$ cat config.mk
export PLATFORM = sky130hd
export DESIGN_NAME = iccm_dump_tx
export DESIGN_NICKNAME = d
export VERILOG_FILES = /design/src/rtl/prog_pkg.sv /design/src/rtl/uart_tx_byte.sv /design/src/rtl/iccm_dump_tx.sv
export SDC_FILE = /design/constraint.sdc
export NUM_CORES = 1
export LEC_CHECK = 0
export ABC_AREA = 1
export CAP_MARGIN = 20
export CORE_ASPECT_RATIO = 0.7
export CORE_MARGIN = 10
export CORE_UTILIZATION = 40
export DETAILED_ROUTE_END_ITERATION = 6
export GPL_ROUTABILITY_DRIVEN = 0
export GPL_TIMING_DRIVEN = 0
export PLACE_DENSITY = 0.67
export SLEW_MARGIN = 30
export SYNTH_ARGS = -nofsm -noshare
export SYNTH_HDL_FRONTEND = slang
export SYNTH_HIERARCHICAL = 1
export SYNTH_SLANG_ARGS = --single-unit
$ cat constraint.sdc
create_clock -name clk_i -period 2.5 [get_ports clk_i]
set_input_delay 0.75 -clock clk_i [delete_from_list [all_inputs] [get_ports clk_i]]
set_output_delay 0.75 -clock clk_i [all_outputs]
set_load 0.02 [all_outputs]
$ cat src/rtl/prog_pkg.sv
// prog_pkg: shared types and constants for the ICCM programming and dump paths
package prog_pkg;
  typedef enum logic [2:0] {IDLE, RD_REQ, RD_WAIT, SEND, DONE} dump_state_e;
  localparam int UART_FRAME_BITS = 10;
  localparam int BYTES_PER_WORD = 4;
endpackage

$ cat src/rtl/uart_tx_byte.sv
// uart_tx_byte: 8N1 transmitter whose start bit begins in the accept cycle, allowing gapless frames
module uart_tx_byte
  import prog_pkg::*;
(
  input  logic        clk_i,
  input  logic        rst_i,
  input  logic        valid_i,
  output logic        ready_o,
  input  logic [7:0]  data_i,
  input  logic [15:0] cpb_i,
  output logic        tx_o,
  output logic        frame_done_o
);
  logic        busy_q, busy_d;
  logic [9:0]  frame_q, frame_d;
  logic [3:0]  bit_q, bit_d;
  logic [15:0] cnt_q, cnt_d;
  logic        last;
  logic        one;
  assign one = cpb_i <= 16'd1;
  assign last = cnt_q == 16'd0 && bit_q == 4'(UART_FRAME_BITS - 1);
  assign ready_o = !busy_q;
  assign frame_done_o = busy_q && last;
  assign tx_o = busy_q ? frame_q[0] : !valid_i;
  // accept cycle already counts as the first start-bit cycle
  always_comb begin
    busy_d = busy_q;
    frame_d = frame_q;
    bit_d = bit_q;
    cnt_d = cnt_q;
    if (!busy_q) begin
      if (valid_i) begin
        busy_d = 1'b1;
        frame_d = one ? {2'b11, data_i} : {1'b1, data_i, 1'b0};
        bit_d = one ? 4'd1 : 4'd0;
        cnt_d = one ? 16'd0 : cpb_i - 16'd2;
      end
    end else if (cnt_q != 16'd0) cnt_d = cnt_q - 16'd1;
    else if (last) busy_d = 1'b0;
    else begin
      bit_d = bit_q + 4'd1;
      frame_d = {1'b1, frame_q[9:1]};
      cnt_d = cpb_i - 16'd1;
    end
  end
  always_ff @(posedge clk_i or posedge rst_i) begin
    if (rst_i) begin
      busy_q <= 1'b0;
      frame_q <= '1;
      bit_q <= '0;
      cnt_q <= '0;
    end else begin
      busy_q <= busy_d;
      frame_q <= frame_d;
      bit_q <= bit_d;
      cnt_q <= cnt_d;
    end
  end
endmodule

$ cat src/rtl/iccm_dump_tx.sv
// iccm_dump_tx: reads N ICCM words and sends each as four UART bytes, LSB first
module iccm_dump_tx
  import prog_pkg::*;
#(
  parameter int ADDR_W = 10,
  parameter int DATA_W = 32
) (
  input  logic              clk_i,
  input  logic              rst_i,
  input  logic              start_i,
  input  logic [ADDR_W-1:0] base_addr_i,
  input  logic [ADDR_W:0]   word_count_i,
  input  logic [15:0]       clks_per_bit_i,
  output logic              csb_o,
  output logic              web_o,
  output logic [ADDR_W-1:0] addr_o,
  input  logic [DATA_W-1:0] rdata_i,
  output logic              tx_o,
  output logic              busy_o,
  output logic              done_o
);
  dump_state_e       state_q, state_d;
  logic [ADDR_W-1:0] addr_q, addr_d;
  logic [ADDR_W:0]   cnt_q, cnt_d;
  logic [15:0]       cpb_q, cpb_d;
  logic [DATA_W-1:0] word_q, word_d;
  logic [1:0]        idx_q, idx_d;
  logic              u_valid, u_ready, u_done;
  assign u_valid = state_q == SEND && u_ready;
  assign csb_o = state_q != RD_REQ;
  assign web_o = 1'b1;
  assign addr_o = addr_q;
  assign busy_o = state_q == RD_REQ || state_q == RD_WAIT || state_q == SEND;
  assign done_o = state_q == DONE;
  uart_tx_byte u_tx (
    .clk_i(clk_i), .rst_i(rst_i), .valid_i(u_valid), .ready_o(u_ready),
    .data_i(word_q[7:0]), .cpb_i(cpb_q), .tx_o(tx_o), .frame_done_o(u_done)
  );
  always_comb begin
    state_d = state_q;
    addr_d = addr_q;
    cnt_d = cnt_q;
    cpb_d = cpb_q;
    word_d = word_q;
    idx_d = idx_q;
    case (state_q)
      IDLE: if (start_i) begin
        addr_d = base_addr_i;
        cnt_d = word_count_i;
        cpb_d = clks_per_bit_i == 16'd0 ? 16'd1 : clks_per_bit_i;
        state_d = word_count_i == '0 ? DONE : RD_REQ;
      end
      RD_REQ: state_d = RD_WAIT;
      RD_WAIT: begin
        word_d = rdata_i;
        idx_d = 2'd0;
        state_d = SEND;
      end
      SEND: if (u_done) begin
        word_d = word_q >> 8;
        idx_d = idx_q + 2'd1;
        if (idx_q == 2'(BYTES_PER_WORD - 1)) begin
          cnt_d = cnt_q - (ADDR_W+1)'(1);
          addr_d = addr_q + ADDR_W'(1);
          state_d = cnt_q == (ADDR_W+1)'(1) ? DONE : RD_REQ;
        end
      end
      DONE: state_d = IDLE;
      default: state_d = IDLE;
    endcase
  end
  always_ff @(posedge clk_i or posedge rst_i) begin
    if (rst_i) begin
      state_q <= IDLE;
      addr_q <= '0;
      cnt_q <= '0;
      cpb_q <= 16'd1;
      word_q <= '0;
      idx_q <= '0;
    end else begin
      state_q <= state_d;
      addr_q <= addr_d;
      cnt_q <= cnt_d;
      cpb_q <= cpb_d;
      word_q <= word_d;
      idx_q <= idx_d;
    end
  end
endmodule

==> results of run 1 <==
==> kinds of logic (layout without fill, tap and decap cells) <==
family,Yosys count,in the layout
simple gates,613,613
other cells,1,1
buf+inv,143,247
compound gates,112,112
mux,1,1
xor+xnor,15,15
fa+ha+maj,12,12
flops,104,104
==> worst paths after layout <==
path	from	to	slack, ps	cells past startpoint
hold reg to reg	u_tx/frame_q[1]	u_tx/frame_q[1]	470	2
min in group asynchronous	rst_i	word_q[6]	860	2
max in group asynchronous	rst_i	cpb_q[0]	1060	3
hold / removal	u_tx/frame_q[1]	u_tx/frame_q[1]	470	2
setup / recovery	u_tx/busy_q	tx_o	80	8
setup reg to reg	cpb_q[1]	u_tx/cnt_q[12]	360	12
==> layout make-up <==
class                      count  area (um2)
fill                        1696        8190
timing repair buffer          89         903
clock buffer                   9         225
clock inverter                 7        76.3
inverter                     106         407
sequential                   104        2620
multi-input combinational    754        3550
buffer                        36         246
tap                          225         282
==> state kept, by name (all words and copies together) (netlist names) <==
register	flops
word_q	32
cpb_q	16
u_tx/cnt_q	16
cnt_q	11
addr_o	10
u_tx/frame_q	9
u_tx/bit_q	4
state_q	3
idx_q	2
u_tx/busy_q	1
==> per-stage QoR <==
stage	cells	TNS, ps	utilization (%)	total power [mW]
global route	1330	0	50.4	3.56
global placement	1311	-4220	48.1	1.98
detailed placement	1313	-574	48.4	1.99
finish	1330	0	50.4	3.44
floorplan	1001	0	-	1.84
CTS	1330	0	50.3	3.46
==> power groups by stage <==
stage	clock network (mW)	logic, mW	registers [mW]
after CTS	1.51	0.228	1.73
after detailed placement	0	0.228	1.76
after floorplan	0	0.0775	1.76
after global routing	1.57	0.249	1.74
final	1.48	0.223	1.73
after global placement	0	0.218	1.76
==> layout by cell type (no fill, tap or decap), drive strengths merged <==
cell type,count
dfrtp,94
nand2,336
o211ai,2
nand3b,6
o21ai,51
clkbuf,19
buf,31
a21oi,30
nor3,3
dfstp,10
nand4,7
o21bai,1
conb,1
dlymetal6s2s,1
nor2,156
clkinv,2
a31oi,24
xor2,12
clkinvlp,2
a22oi,4
xnor2,3
mux2,1
nand3,102
or2,3
ha,12
inv,108
bufinv,1
clkdlybuf4s50,83
==> worst max-delay path: cells and delay by family (launching register included) <==
family        cells  cell delay, ps
buf+inv           5             590
flops             1             330
simple gates      3             390
==> per-layer routing <==
layer | wire length (um) | track usage, %
met5 | 0 | 0
met4 | 157 | 3.18
met3 | 1350 | 4.38
met2 | 8000 | 25.7
met1 | 10100 | 26.0
==> timing repair <==
item,CTS,global route
setup buffers,2,0
resized for setup,11,1
setup endpoints to repair,1,1
hold buffers,0,0
cloned,0,0
pin swaps,1,0
==> run_results.csv, run 1 <==
group,metric,value,unit
worst_hold_path,hold_class,"flop to flop",
synthesis,syn_nets,1085,
setup_path,crit_type,"flop to primary output",
synthesis,mappedNetlistArea,6800,um2
sta,fin_ws,75.1,ps
job,maxCapViolCount,0,
die,core_area,16500,um2
setup_path,start_kind,"flop",
sta,period_minus_slack,2420,ps
synthesis,ys_seq_elements,104,
synthesis,netlist.area_leader.share,34.6,%
cells_and_area,areaGrowthSynthToFinish,22.2,%
die,die_width,176,um
global_route,grt_max_degree,31,
pwr,p_leak,4.33,nW
setup_path,critPathMaxFanout,9,
route,drt_iter0_drc,557,
route,drt-vias-per-instance,5.00,
cells_and_area,layout-drive-gt1-share,8.60,%
synthesis,synthArstFlopShare,100,%
synthesis,synth_top_family_by_area,"simple AND/OR/NAND/NOR gates",
synthesis,synth_compound_area_share,9.27,%
die,die_area,22700,um2
sta,setup_viol,0,
setup_path,critical_path.cell_chain,"buf_4 -> inv_2 -> buf_6 -> inv_1 -> nor2_2 -> or2_4 -> nand2_1 -> buf_2",
synthesis,syn_avg_cell_area,6.79,um2
sta,clock_skew,11.8,ps
place,place_ws,-574,ps
outcome,status,"finished clean",
die,num_rows,39,
pwr,pwr-share-comb,6.5,%
cells_and_area,design_area,8310,um2
pwr,clkPwrFrac,43.1,%
clock_tree,clock_latency,360,ps
die,io_pins,87,
pwr,p_seq_share,50.4,%
pwr,p_sw,804,uW
sta,report.final.slew_viol_count,0,
synthesis,yosysWarningCount,6,
setup_path,endpoint_kind,"primary output",
sta,clock.fmax,412,MHz
pwr,p_int,2.63,mW
clock_tree,root_buffer,"clkbuf_16",
setup_path,critPathRequiredTime,1750,ps
cells_and_area,fin_nets,1184,
clock_tree,clk_pin_slew,70,ps
synthesis,muxShareOfSynthArea,0.166,%
synthesis,synth_cell_types,39,
global_route,grt.overflow.total,0,
sta,whs,470,ps
pwr,p_sw_share,23.4,%
clock_tree,cts_tree,"yes",
route,vias,6650,
synthesis,synth.most_common_cell,"nand2_1",
synthesis,synthXorXnorAreaFrac,1.93,%
die,die_h,129,um
clock_tree,clock_sinks,104,
clock_tree,cts.htree.levels,3,
synthesis,synth-edff-count,0,
route,wirelength,19.6,mm
sta,relSlewSlack,52.3,%
sta,worst_slew_pin_slew,714,ps
synthesis,synth-simple-area-share,38.4,%
synthesis,synth_top_area_cell,"dfrtp_1",
die,start_util,41.2,%
clock_tree,cts_buffers,9,
setup_path,cp.arrival,1670,ps
sta,fin_crit_sh,97.0,%
cells_and_area,antenna_cells,0,
global_route,antenna_found_initial,0,
place,dpl_cell_area,7980,um2
pwr,power_density,414,nW/um2
pwr,vdd_drop_max,0.307,mV
route,first_pass_iters,5,
sta,rsz0062_at_grt,"false",
global_route,grt_pass1_wl,32.7,mm
synthesis,synth.cells.most_frequent,"328 x nand2_1, 147 x nor2_1, 101 x inv_1",
synthesis,synth_area_leaders,"dfrtp_1 35%, nand2_1 18%, nor2_1 8.1%",
route,drcViolationCount,0,
synthesis,synthFlopType,"dfrtp_1",
clock_tree,cts_buffer_depth,2,
route,ant_nets,0,
synthesis,ys_seq_area_share,38.5,%
global_route,first_global_vias,6315,
place,dp_hpwl,15.3,mm
setup_path,crit_slowest_cell,"dfrtp_1",
place,port_buffers,85,
synthesis,synthCells,1001,
setup_path,slowest_delay,330,ps
sta,hold_viol,0,
global_route,global_route.usage.total,17.7,%
route,wire_per_inst,14.7,um
synthesis,synth_fa_ha_area_share,2.21,%
Note: power is estimated with default switching activity, not from simulation.
==> run 2, diff against run 1 <==
Settings changed: CORE_UTILIZATION 40 to 25, PLACE_DENSITY 0.67 to 0.48.
==> run 2 against run 1 <==
Compared with the run above:
- routed wire length is 10% higher
- first-iteration DRC count is 26% lower
- non-clock buffer count is 3 higher
- sequential power hardly changed
- sequential share of layout area is 0.75 points lower
- register-to-register slack worse by 40 ps
- hold slack hardly changed
- utilization is 19 points lower
- die area is 51% higher
- cell count is 11% higher
- largest power group unchanged
- design area is 2.5% higher
- setup slack better by 17 ps
==> run_results.csv, run 2 (same netlist as run 1, synthesis figures left out) <==
group,metric,value,unit
die,die_width,217,um
setup_path,critPathTopFamily,"buffers and inverters",
global_route,grt_max_degree,31,
global_route,global_route.usage.total,12.8,%
clock_tree,clock_latency,360,ps
setup_path,worstPathBufferInverterCount,2,
clock_tree,cts.htree.levels,3,
place,dpl_cell_area,8170,um2
setup_path,critPathMaxFanout,5,
die,start_util,25.4,%
cells_and_area,fin_nets,1187,
route,first_pass_iters,4,
cells_and_area,largest_reg_flops,32,
global_route,grt_pass1_wl,34.8,mm
clock_tree,cts_buffers,9,
route,drt-vias-per-instance,4.49,
global_route,first_global_vias,6267,
sta,hold_viol,0,
sta,rsz0062_at_grt,"false",
die,core_area,26800,um2
cells_and_area,antenna_cells,0,
sta,relSlewSlack,53.0,%
job,maxCapViolCount,0,
setup_path,crit_type,"flop to primary output",
cells_and_area,layout_common_cells,"328 x nand2_1, 146 x nor2_1, 99 x nand3_1",
sta,period_minus_slack,2410,ps
place,place_ws,-557,ps
die,num_rows,50,
setup_path,critPathRequiredTime,1750,ps
route,wirelength,21.6,mm
clock_tree,clk_pin_slew,80,ps
setup_path,critical_path.cell_chain,"inv_1 -> nand3_1 -> clkdlybuf4s50_1",
route,drt_iter0_drc,412,
cells_and_area,layout-drive-gt1-share,8.75,%
pwr,power_density,404,nW/um2
sta,clock.fmax,415,MHz
sta,fin_crit_sh,96.3,%
cells_and_area,areaGrowthSynthToFinish,25.2,%
clock_tree,root_buffer,"clkbuf_16",
sta,report.final.slew_viol_count,0,
die,die_h,158,um
pwr,p_leak,4.34,nW
route,drcViolationCount,0,
setup_path,start_kind,"flop",
cells_and_area,final_common_cell,"nand2_1",
global_route,grt.overflow.total,0,
setup_path,slowest_delay,640,ps
worst_hold_path,hold_class,"flop to flop",
die,io_pins,87,
sta,fin_setup_tns,0,ps
outcome,status,"finished clean",
global_route,antenna_found_initial,0,
route,vias,6604,
cells_and_area,utilization,31.8,%
setup_path,cp.arrival,1660,ps
sta,setup_viol,0,
sta,whs,470,ps
setup_path,crit_slowest_cell,"clkdlybuf4s50_1",
die,die_area,34300,um2
cells_and_area,top_register,"word_q",
clock_tree,clock_sinks,104,
clock_tree,ctsHoldBuffers,0,
clock_tree,cts_buffer_depth,2,
cells_and_area,top_regs,"word_q: 32 flops, cpb_q: 16 flops, u_tx/cnt_q: 16 flops",
sta,clock_skew,10.9,ps
sta,worst_slew_pin_slew,704,ps
clock_tree,cts_tree,"yes",
place,dp_hpwl,16.8,mm
cells_and_area,design_area,8510,um2
route,wire_per_inst,14.7,um
route,ant_nets,0,
pwr,vdd_drop_max,0.313,mV
setup_path,endpoint_kind,"primary output",
place,port_buffers,85,
sta,fin_ws,92.4,ps
## run 2: final timing paths
kind,start,endpoint,slack (ps),cells after the start
worst max register to register,cpb_q[0],u_tx/cnt_q[12],320,12
min in group asynchronous,rst_i,idx_q[0],730,2
worst min-delay path,u_tx/frame_q[2],u_tx/frame_q[2],470,2
max in group asynchronous,rst_i,u_tx/cnt_q[15],1080,2
worst min register to register,u_tx/frame_q[2],u_tx/frame_q[2],470,2
worst max-delay path,state_q[1],csb_o,90,3
## run 2: layout make-up
cell class                 count  area [um2]
fill                        2975       18300
multi-input combinational    754        3550
sequential                   104        2620
timing repair buffer          92         936
tap                          364         455
inverter                     106         407
clock buffer                  12         268
buffer                        36         246
clock inverter                 4        31.3
## run 2: worst reg2reg max path, delay by kind of cell (launching register included)
kind	cells	cell delay, ps
buffers and inverters	4	520
adders and majority gates	1	310
DFF	1	400
AOI/OAI and AO/OA	2	290
and+or+nand+nor	5	550
## run 2: metal layers
metal / vias up / share of wire, % / global-route usage (%)
met4: 0 / 0.65 / 2.69
met3: 12 / 6.2 / 3.60
li1: 3370 / - / -
met1: 3068 / 54 / 19.5
met5: - / 0 / 0
met2: 154 / 39 / 17.2
## run 2: timing repair
action / CTS / global route
setup endpoints to repair: 2 / 1
endpoints found under the hold margin: 0 / 0
cloned: 0 / 0
resized for setup: 12 / 3
setup buffers: 1 / 3
## run 2: power by group
part	switching [mW]	internal, mW
clock	0.697	0.776
combinational	0.0987	0.135
sequential	0.0186	1.71
## run 2: through the flow
stage               power [mW]  std cells
CTS                       3.51       1469
global placement          1.99       1450
global route              3.60       1472
floorplan                 1.84       1001
finish                    3.44       1472
detailed placement        2.00       1453
==> run 3, diff against run 2 <==
Settings changed: HOLD_SLACK_MARGIN from default to 0.1.
==> results of run 3 <==
Final layout, timing and power as in run 2 (identical DEF).
